<file path="src/rtl/disp_share_arb_if.sv">
// Requester/display-driver bundle for the shared seven-segment display arbiter.
// Requesters drive req/dat/ptr as master; the arbiter drives grant and routed data as slave.
interface disp_share_arb_if;
   logic [2:0]  req;
   logic [15:0] dat0;
   logic [15:0] dat1;
   logic [15:0] dat2;
   logic [2:0]  ptr;
   logic [2:0]  gnt;
   logic [1:0]  src;
   logic [15:0] disp_dat;
   logic        disp_ptr;
   logic        busy;

   modport master (
      output req, dat0, dat1, dat2, ptr,
      input  gnt, src, disp_dat, disp_ptr, busy
   );

   modport slave (
      input  req, dat0, dat1, dat2, ptr,
      output gnt, src, disp_dat, disp_ptr, busy
   );
endinterface

</file>
<file path="src/rtl/disp_share_arb.sv">
// Rotating-priority time-sharing arbiter for the 4-digit display, with a minimum
// dwell per grant counted in display 1-second ticks.
module disp_share_arb #(
   parameter int DWELL = 3
) (
   input  logic             clk,
   input  logic             rst,
   input  logic             ce1s,
   disp_share_arb_if.slave  bus
);

   typedef enum logic {IDLE, SHOW} state_t;

   state_t      state;
   logic [1:0]  last;
   logic [3:0]  dwell;
   logic [3:0]  dwell_nx;
   logic        win_found;
   logic [1:0]  win_idx;
   logic [1:0]  cand1;
   logic [1:0]  cand2;
   logic        take_grant;
   logic        go_idle;
   logic [15:0] sel_dat;
   logic        sel_ptr;

   function automatic logic [1:0] next_idx(input logic [1:0] i);
      return (i == 2'd2) ? 2'd0 : i + 2'd1;
   endfunction

   // Search order is last+1, last+2, then last itself, so the current owner
   // only wins again when nobody else is asking.
   always_comb begin
      cand1     = next_idx(last);
      cand2     = next_idx(cand1);
      win_found = 1'b1;
      win_idx   = last;
      if (bus.req[cand1])
         win_idx = cand1;
      else if (bus.req[cand2])
         win_idx = cand2;
      else if (bus.req[last])
         win_idx = last;
      else
         win_found = 1'b0;
   end

   // Expiry looks at the post-tick count so the rotation lands the cycle after
   // the tick that takes dwell from 1 to 0.
   always_comb begin
      dwell_nx   = (ce1s && (dwell != 4'd0)) ? dwell - 4'd1 : dwell;
      take_grant = 1'b0;
      go_idle    = 1'b0;
      if (state == IDLE) begin
         take_grant = win_found;
      end else if (!bus.req[bus.src]) begin
         take_grant = win_found;
         go_idle    = !win_found;
      end else if ((dwell_nx == 4'd0) && (win_idx != bus.src)) begin
         take_grant = 1'b1;
      end
   end

   always_comb begin
      sel_dat = bus.dat2;
      sel_ptr = bus.ptr[2];
      case (bus.src)
         2'd0: begin
            sel_dat = bus.dat0;
            sel_ptr = bus.ptr[0];
         end
         2'd1: begin
            sel_dat = bus.dat1;
            sel_ptr = bus.ptr[1];
         end
         default: begin
            sel_dat = bus.dat2;
            sel_ptr = bus.ptr[2];
         end
      endcase
   end

   // Display data is only refreshed while a grant is live, so the digits keep
   // the last shown value through idle periods.
   always_ff @(posedge clk) begin
      if (rst) begin
         state        <= IDLE;
         last         <= 2'd2;
         dwell        <= 4'd0;
         bus.gnt      <= 3'b000;
         bus.src      <= 2'd0;
         bus.busy     <= 1'b0;
         bus.disp_dat <= 16'h0000;
         bus.disp_ptr <= 1'b0;
      end else begin
         if (state == SHOW) begin
            bus.disp_dat <= sel_dat;
            bus.disp_ptr <= sel_ptr;
         end
         if (take_grant) begin
            state    <= SHOW;
            last     <= win_idx;
            dwell    <= 4'(DWELL);
            bus.gnt  <= 3'b001 << win_idx;
            bus.src  <= win_idx;
            bus.busy <= 1'b1;
         end else if (go_idle) begin
            state    <= IDLE;
            dwell    <= 4'd0;
            bus.gnt  <= 3'b000;
            bus.busy <= 1'b0;
         end else if (state == SHOW) begin
            dwell <= dwell_nx;
         end
      end
   end

endmodule

</file>
<file path="src/flat_wrapper.sv">
// flat-port wrapper written by rule: the top's interface ports become plain ports
module disp_share_arb_flat 
#(
   parameter int DWELL = 3
)
  (clk, rst, ce1s, bus_req, bus_dat0, bus_dat1, bus_dat2, bus_ptr, bus_gnt, bus_src, bus_disp_dat, bus_disp_ptr, bus_busy);
  disp_share_arb_if bus_i ();
  input  logic clk;
  input  logic rst;
  input  logic ce1s;
  input wire logic [$bits(bus_i.req)-1:0] bus_req;
  input wire logic [$bits(bus_i.dat0)-1:0] bus_dat0;
  input wire logic [$bits(bus_i.dat1)-1:0] bus_dat1;
  input wire logic [$bits(bus_i.dat2)-1:0] bus_dat2;
  input wire logic [$bits(bus_i.ptr)-1:0] bus_ptr;
  output wire logic [$bits(bus_i.gnt)-1:0] bus_gnt;
  output wire logic [$bits(bus_i.src)-1:0] bus_src;
  output wire logic [$bits(bus_i.disp_dat)-1:0] bus_disp_dat;
  output wire logic [$bits(bus_i.disp_ptr)-1:0] bus_disp_ptr;
  output wire logic [$bits(bus_i.busy)-1:0] bus_busy;
  assign bus_i.req = bus_req;
  assign bus_i.dat0 = bus_dat0;
  assign bus_i.dat1 = bus_dat1;
  assign bus_i.dat2 = bus_dat2;
  assign bus_i.ptr = bus_ptr;
  assign bus_gnt = bus_i.gnt;
  assign bus_src = bus_i.src;
  assign bus_disp_dat = bus_i.disp_dat;
  assign bus_disp_ptr = bus_i.disp_ptr;
  assign bus_busy = bus_i.busy;
  disp_share_arb #(.DWELL(DWELL)) u_core (.clk(clk), .rst(rst), .ce1s(ce1s), .bus(bus_i));
endmodule
</file>
<file path="config.mk">
export PLATFORM = sky130hd
export DESIGN_NAME = disp_share_arb_flat
export DESIGN_NICKNAME = d
export VERILOG_FILES = /design/src/rtl/disp_share_arb_if.sv /design/src/rtl/disp_share_arb.sv /design/src/flat_wrapper.sv
export SDC_FILE = /design/constraint.sdc
export NUM_CORES = 1
export LEC_CHECK = 0
export ABC_AREA = 1
export CORE_MARGIN = 5
export CORE_UTILIZATION = 29
export CTS_BUF_LIST = sky130_fd_sc_hd__clkbuf_8
export DETAILED_ROUTE_END_ITERATION = 12
export GPL_TIMING_DRIVEN = 0
export SLEW_MARGIN = 20
export SYNTH_ARGS = -nofsm -noshare
export SYNTH_HDL_FRONTEND = slang
export SYNTH_SLANG_ARGS = --single-unit
</file>
<file path="constraint.sdc">
create_clock -name clk -period 3.2 [get_ports clk]
set_input_delay 0.96 -clock clk [delete_from_list [all_inputs] [get_ports clk]]
set_output_delay 0.96 -clock clk [all_outputs]
set_load 0.01 [all_outputs]
</file>
# After elaboration in Yosys (flattened, before gate mapping)

Cells that the tools add are included.

Register bits: 29
Output and inout port bits: 23
Logic and storage cells: 59

Add/subtract/negate cells: 3
$lt $le $gt $ge: 4
Equal/unequal tests: 4
Shifts and indexed selects: 1
Muxes and demuxes: 30
Reductions and logical operators: 9

Operators with widths:

| kind                | number |
|---|---|
| $pmux 16 s2         | 1 |
| $mux 1              | 14 |
| $mux 2              | 7 |
| $lt 2x3->1 const B  | 4 |
| $bmux 1 s2          | 4 |
| $mux 3              | 2 |
| $add 2x1->2 const B | 2 |
| $eq 2x2->1 const B  | 2 |
| $logic_not 4->1     | 1 |
| $mux 4              | 1 |
| $reduce_bool 4->1   | 1 |
| $sub 4x1->4 const B | 1 |
| $reduce_bool 3->1   | 1 |
| $reduce_or 3->1     | 1 |
| $shl 1x2->3 const A | 1 |
| $eq 2x1->1 const B  | 1 |
| $logic_and 1x1->1   | 2 |
| $logic_not 2->1     | 1 |
| $ne 2x2->1          | 1 |
| $pmux 1 s2          | 1 |
| $reduce_bool 2->1   | 1 |
| $logic_not 1->1     | 1 |

# Logic depth before layout (Yosys ltp)

Depth after elaboration: 14
Depth in mapped cells: 14
Gate-level depth less buffers: 14

# Worst setup path before layout

Ideal clock, no wire load.

Kind: input -> register
From: in bus_req[0]
To: reg u_core.dwell[0]
Setup time: 120 ps
Data arrival time: 1854 ps
Setup slack: 1227 ps
Stages: 8
Cells stage by stage: inv_1 > o21ai_1 > o21ai_0 > nand3_2 > nor2_2 > inv_1 > o21ai_0 > a21oi_1

Cells in the longest elaborated chain, start to end: 10
Elaborated cells on any way between the ends: 24
Those cells by class: eq/ne (1); mux (20); reduce/logical (3)

Ends and longest elaborated chain:

| element                                                             | line                                        | source |
|---|---|---|
| from (decl)                                                         | flat_wrapper.sv:11                          | `input wire logic [$bits(bus_i.req)-1:0] bus_req;` |
| $bmux 1 s2, on equally long branches                                | disp_share_arb.sv:40, disp_share_arb.sv:42  |  |
| $mux 1, on equally long branches                                    | disp_share_arb.sv:40, disp_share_arb.sv:42  |  |
| $mux 2 / $mux 1 (equally long branches)                             | disp_share_arb.sv:40, disp_share_arb.sv:42  |  |
| $mux 2 / $mux 1 (equally long branches)                             | disp_share_arb.sv:38, disp_share_arb.sv:40  |  |
| $ne 2x2->1 / $mux 1 (equally long branches)                         | disp_share_arb.sv:59, disp_share_arb.sv:38  |  |
| $logic_and 1x1->1 / $logic_not 1->1 (equally long branches)         | disp_share_arb.sv:59, disp_share_arb.sv:58  |  |
| $mux 1, on equally long branches                                    | disp_share_arb.sv:59, disp_share_arb.sv:56  |  |
| $mux 1, on equally long branches                                    | disp_share_arb.sv:56, disp_share_arb.sv:54  |  |
| $mux 1 / $mux 2 (equally long branches)                             | disp_share_arb.sv:54, disp_share_arb.sv:107 |  |
| $reduce_bool 3->1 (no source line) / $mux 2 (equally long branches) | n/a                                         |  |
| to (signal assigned)                                                | disp_share_arb.sv:103                       | `dwell <= 4'(DWELL);` |
| to (signal assigned)                                                | disp_share_arb.sv:113                       | `dwell <= dwell_nx;` |
| to (decl)                                                           | disp_share_arb.sv:16                        | `logic [3:0] dwell;` |

Several ways; a longest one is shown, not always the timed one. The select of a mux whose other input is x is not followed.
A chain may end at the register's enable or synchronous reset.

# Worst setup path after layout

From: in bus_req[0]
To: reg u_core.dwell[3]

Cells in the longest elaborated chain, start to end: 10
Elaborated cells on any way between the ends: 22
Those cells by class: eq/ne (1); mux (18); reduce/logical (3)

Ends and longest elaborated chain:

| element                              | line                 | source |
|---|---|---|
| $bmux 1 s2                           | disp_share_arb.sv:40 | `else if (bus.req[cand2])` |
| $mux 1 (implied by the code)         | disp_share_arb.sv:40 |  |
| $mux 2                               | disp_share_arb.sv:40 |  |
| $mux 2                               | disp_share_arb.sv:38 | `if (bus.req[cand1])` |
| $ne 2x2->1                           | disp_share_arb.sv:59 | `end else if ((dwell_nx == 4'd0) && (win_idx != bus.src)) begin` |
| $logic_and 1x1->1                    | disp_share_arb.sv:59 |  |
| $mux 1                               | disp_share_arb.sv:59 |  |
| $mux 1                               | disp_share_arb.sv:56 | `end else if (!bus.req[bus.src]) begin` |
| $mux 1                               | disp_share_arb.sv:54 | `if (state == IDLE) begin` |
| $reduce_or 3->1 (no source line) (*) | n/a                  |  |

Every way passes the cells marked *; elsewhere a longest branch is shown, timed or not. The select of a mux whose other input is x is not followed.

==> results.txt <==
- # resized after CTS: 0
- Startpoint Class: input port
- Detailed-route vias per instance: 4.59
- The worst path needs 2.36 ns of the cycle, external delays included.
- Setup skew after layout: 0.0103 ns
* Clock Latency Late Sink: 0.27 ns
- Router iterations before antenna repair: 6
* GR Layer Usage met3: 3.75%
* Hold_ws: 0.483 ns
* Final Routed Wirelength: 5.20 mm
* Outcome: completed
- IR drop worst, VDD: 0.000283 V
- Achievable clock frequency: 423 MHz
* Met2 Track Usage GR: 22.6%
* Cell area power density: 701 nW/µm²
- Cells with a size suffix above 1 make up 8.01% of the layout.
- Average wire per cell in the routed design: 12.7 µm
* Area of the mapped netlist: 1670 µm²
- Setup TNS: 0 ns
- Number of maximum-capacitance constraint violations: 0
- In this run the tool buffered the top-level ports with 79 buffer cells.
* Yosys synthesis warning count: 0
* Flip-flop cell with the highest count after synthesis: sky130_fd_sc_hd__dfxtp_1
* Tightest Hold Check Type: reg2reg
- The first global-routing pass estimated 8.40 mm of wire.
- P_leak: 1.16 nW
* Maximum buffer depth of the clock tree: 2
- For this run, asynchronously set or reset flops after synthesis account for 0%.
- Setup repair after global routing left no endpoint under its margin.
- Global routing consumed, on the met1 layer, 18.0% of the routing resources.
- In this run, distinct cell masters in the synthesized netlist total 27.
- The die is 85.9 µm wide.
- Area of the core: 5540 µm²
* Cts-stage hold buffer count: 0
- Of all nets on the critical path, the largest fanout is 5.
- After synthesis, the mean cell area works out to 6.58 µm².
* Slew of the pin with the lowest slew margin: 0.570 ns
- The global routing stage identified its most utilized layer as met2.
* Gate count after technology mapping: 254
- In this run, synthesis inferred 0 flip-flops with an integrated enable.
- The congestion estimate from routability-driven global placement came to 0.784.
* Total number of nets in the final design: 396
- Number of levels in the clock H-tree: 1
* Number of antenna-violating nets in the routed design: 0
- For this run the aggregate overflow at the end of global routing stands at 0.
* Relative slew margins: 61.9%
- Summing over every cut layer, the via total after detailed routing is 1879.
- Overall global routing resource usage: 13.9%
- The worst setup path is captured at a flip-flop.
- Number of ports placed on the die boundary: 80
- Maximum number of pins on one net before global-route repair: 16
- Clock tree from TritonCTS: done
- After the first detailed-routing iteration, the DRC count stood at 60.
* Relative area change from synthesis to final layout: 56.0%
* Number of placement rows: 27
- Number of flip-flops and latches in the synthesized netlist: 28
- Required @ worst endpoint: 3.36 ns
* Signal arrival time at the worst endpoint: 2.53 ns
- Setup Viol. Count Final: 0
- The filler cells instantiated in the layout total 597.
* Net count after synthesis: 312
* Die area: 7380 µm²
* Root cell of the clock tree: sky130_fd_sc_hd__clkbuf_8
* Clk sink count: 28
- The setup path with the least slack is of type in2reg.
- Number of antenna violations at the first check in global routing: 0
- From bottom edge to top edge, the die measures 85.9 µm.
* Diodes inserted: 0
- Buffer count from post-CTS setup fixing: 0
- Remaining routing DRC violations: 0
- Sequential element share of the synthesized area: 33.6%
- Max-slew violation count: 0
* Detailed-placement wirelength estimate: 4.09 mm
- CTS clock-pin slew for the worst setup and hold paths: 0.10 ns
- Final count of hold timing violations: 0
* Number of buffers inserted during clock tree synthesis: 3
- Initial cell density of the core: 30.1%
- Final critical-path share of the clock period: 73.9%
- The via count of the first global-routing pass is 1782.
-- state kept, by name (all words and copies together) (netlist names) --
signal               count
u_core.bus.disp_ptr      1
u_core.state             1
u_core.bus.src           1
u_core.bus.disp_dat     16
u_core.last              2
u_core.bus.gnt           3
u_core.dwell             4
-- synthesized netlist by cell type (all sizes together), types with 2 or more instances --
| cell | number | area (µm²) |
|---|---|---|
| o21bai | 2 | 22.5 |
| nand2 | 73 | 302 |
| nand3 | 30 | 155 |
| dfxtp | 28 | 561 |
| o211ai | 17 | 128 |
| a211oi | 2 | 15.0 |
| a21oi | 23 | 115 |
| inv | 31 | 116 |
| nor2 | 19 | 88.8 |
| clkbuf | 8 | 30.0 |
| o21ai | 9 | 45.0 |
| buf | 6 | 45.0 |
-- where the power goes --
part	switching, mW	total [mW]	internal, mW	leakage, nW
Clock	0.110	0.220	0.110	0.0288
Combinational	0.610	1.09	0.481	0.900
Sequential	0.0609	0.516	0.455	0.232
Total	0.781	1.83	1.05	1.16
-- cell families after synthesis --
kind of cell	count (synthesis)	share of synthesized area, %
compound gates	54	19.8
flops	28	33.6
simple gates	125	33.9
buf+inv	45	11.5
xor+xnor	1	0.524
fa+ha+maj	1	0.749
-- worst max-delay path: stages --
cell and delay [ns]:
sky130_fd_sc_hd__clkdlybuf4s50_1 0.47, sky130_fd_sc_hd__inv_1 0.10, sky130_fd_sc_hd__o21ai_1 0.07, sky130_fd_sc_hd__o21ai_0 0.27, sky130_fd_sc_hd__nand3_2 0.21, sky130_fd_sc_hd__nor2_2 0.17
sky130_fd_sc_hd__nor2_1 0.10, sky130_fd_sc_hd__nand2_1 0.12, sky130_fd_sc_hd__nor2_1 0.05
-- path summary, 6_finish.rpt --
kind,from,endpoint,slack (ns),cells past startpoint
worst max register to register,u_core.dwell[0]$_SDFFE_PP0P_,u_core.bus.src[1]$_SDFFE_PP0P_,1.37,13
worst min register to register,u_core.bus.gnt[0]$_SDFFE_PP0P_,u_core.bus.gnt[0]$_SDFFE_PP0P_,0.48,2
worst max-delay path,bus_req[0],u_core.dwell[3]$_SDFFE_PP0P_,0.84,9
worst min-delay path,u_core.bus.gnt[0]$_SDFFE_PP0P_,u_core.bus.gnt[0]$_SDFFE_PP0P_,0.48,2
-- cell type report --
class,count,area (µm²),share of cell area [%]
flip-flops and latches,28,561,21.5
multi-input cells,181,918,35.2
repair buffers,79,791,30.3
plain buffers,14,75.1,2.88
clock buffers,4,55.1,2.11
well taps,72,90.1,3.46
inverters,31,116,4.46
-- stage by stage --
step / setup slack (ns) / total power, mW / std cells / cell area (µm²) / util [%]
floorplan: 1.23 / 1.21 / 254 / 1670 / -
global route: 0.594 / 2.01 / 409 / 2610 / 47.0
finish: 0.837 / 1.83 / 409 / 2610 / 47.0
detailed placement: 0.516 / 1.63 / 405 / 2550 / 46.0
CTS: 0.834 / 1.85 / 409 / 2610 / 47.0
global placement: 0.559 / 1.61 / 405 / 2550 / 46.0
-- cell usage in the layout, fill, tap and decap left out --
cell	count
sky130_fd_sc_hd__nand2_1	66
sky130_fd_sc_hd__dfxtp_1	28
sky130_fd_sc_hd__buf_2	3
sky130_fd_sc_hd__a21oi_1	23
sky130_fd_sc_hd__a31oi_1	1
sky130_fd_sc_hd__nor2_4	1
sky130_fd_sc_hd__o21ai_1	3
sky130_fd_sc_hd__clkbuf_1	8
sky130_fd_sc_hd__nand3_1	29
sky130_fd_sc_hd__ha_1	1
sky130_fd_sc_hd__inv_1	29
sky130_fd_sc_hd__nor2_1	14
sky130_fd_sc_hd__nand4_1	1
sky130_fd_sc_hd__o211ai_1	17
sky130_fd_sc_hd__buf_4	1
sky130_fd_sc_hd__nand3b_1	1
sky130_fd_sc_hd__or3_1	1
sky130_fd_sc_hd__o21ai_0	6
sky130_fd_sc_hd__nor2_2	4
sky130_fd_sc_hd__buf_6	2
sky130_fd_sc_hd__clkbuf_8	4
sky130_fd_sc_hd__inv_2	2
sky130_fd_sc_hd__nand2_4	2
sky130_fd_sc_hd__o21bai_2	2
sky130_fd_sc_hd__xor2_1	1
sky130_fd_sc_hd__clkdlybuf4s50_1	79
sky130_fd_sc_hd__a211oi_1	2
sky130_fd_sc_hd__nand2_2	5
sky130_fd_sc_hd__nand3_2	1
-- metal layers --
metal,wire length (µm),up-vias
met5,0,-
met4,50,0
met3,369,4
met2,2490,49
met1,2280,824
li1,-,1002
No activity file was read; power rests on OpenSTA's default activity.
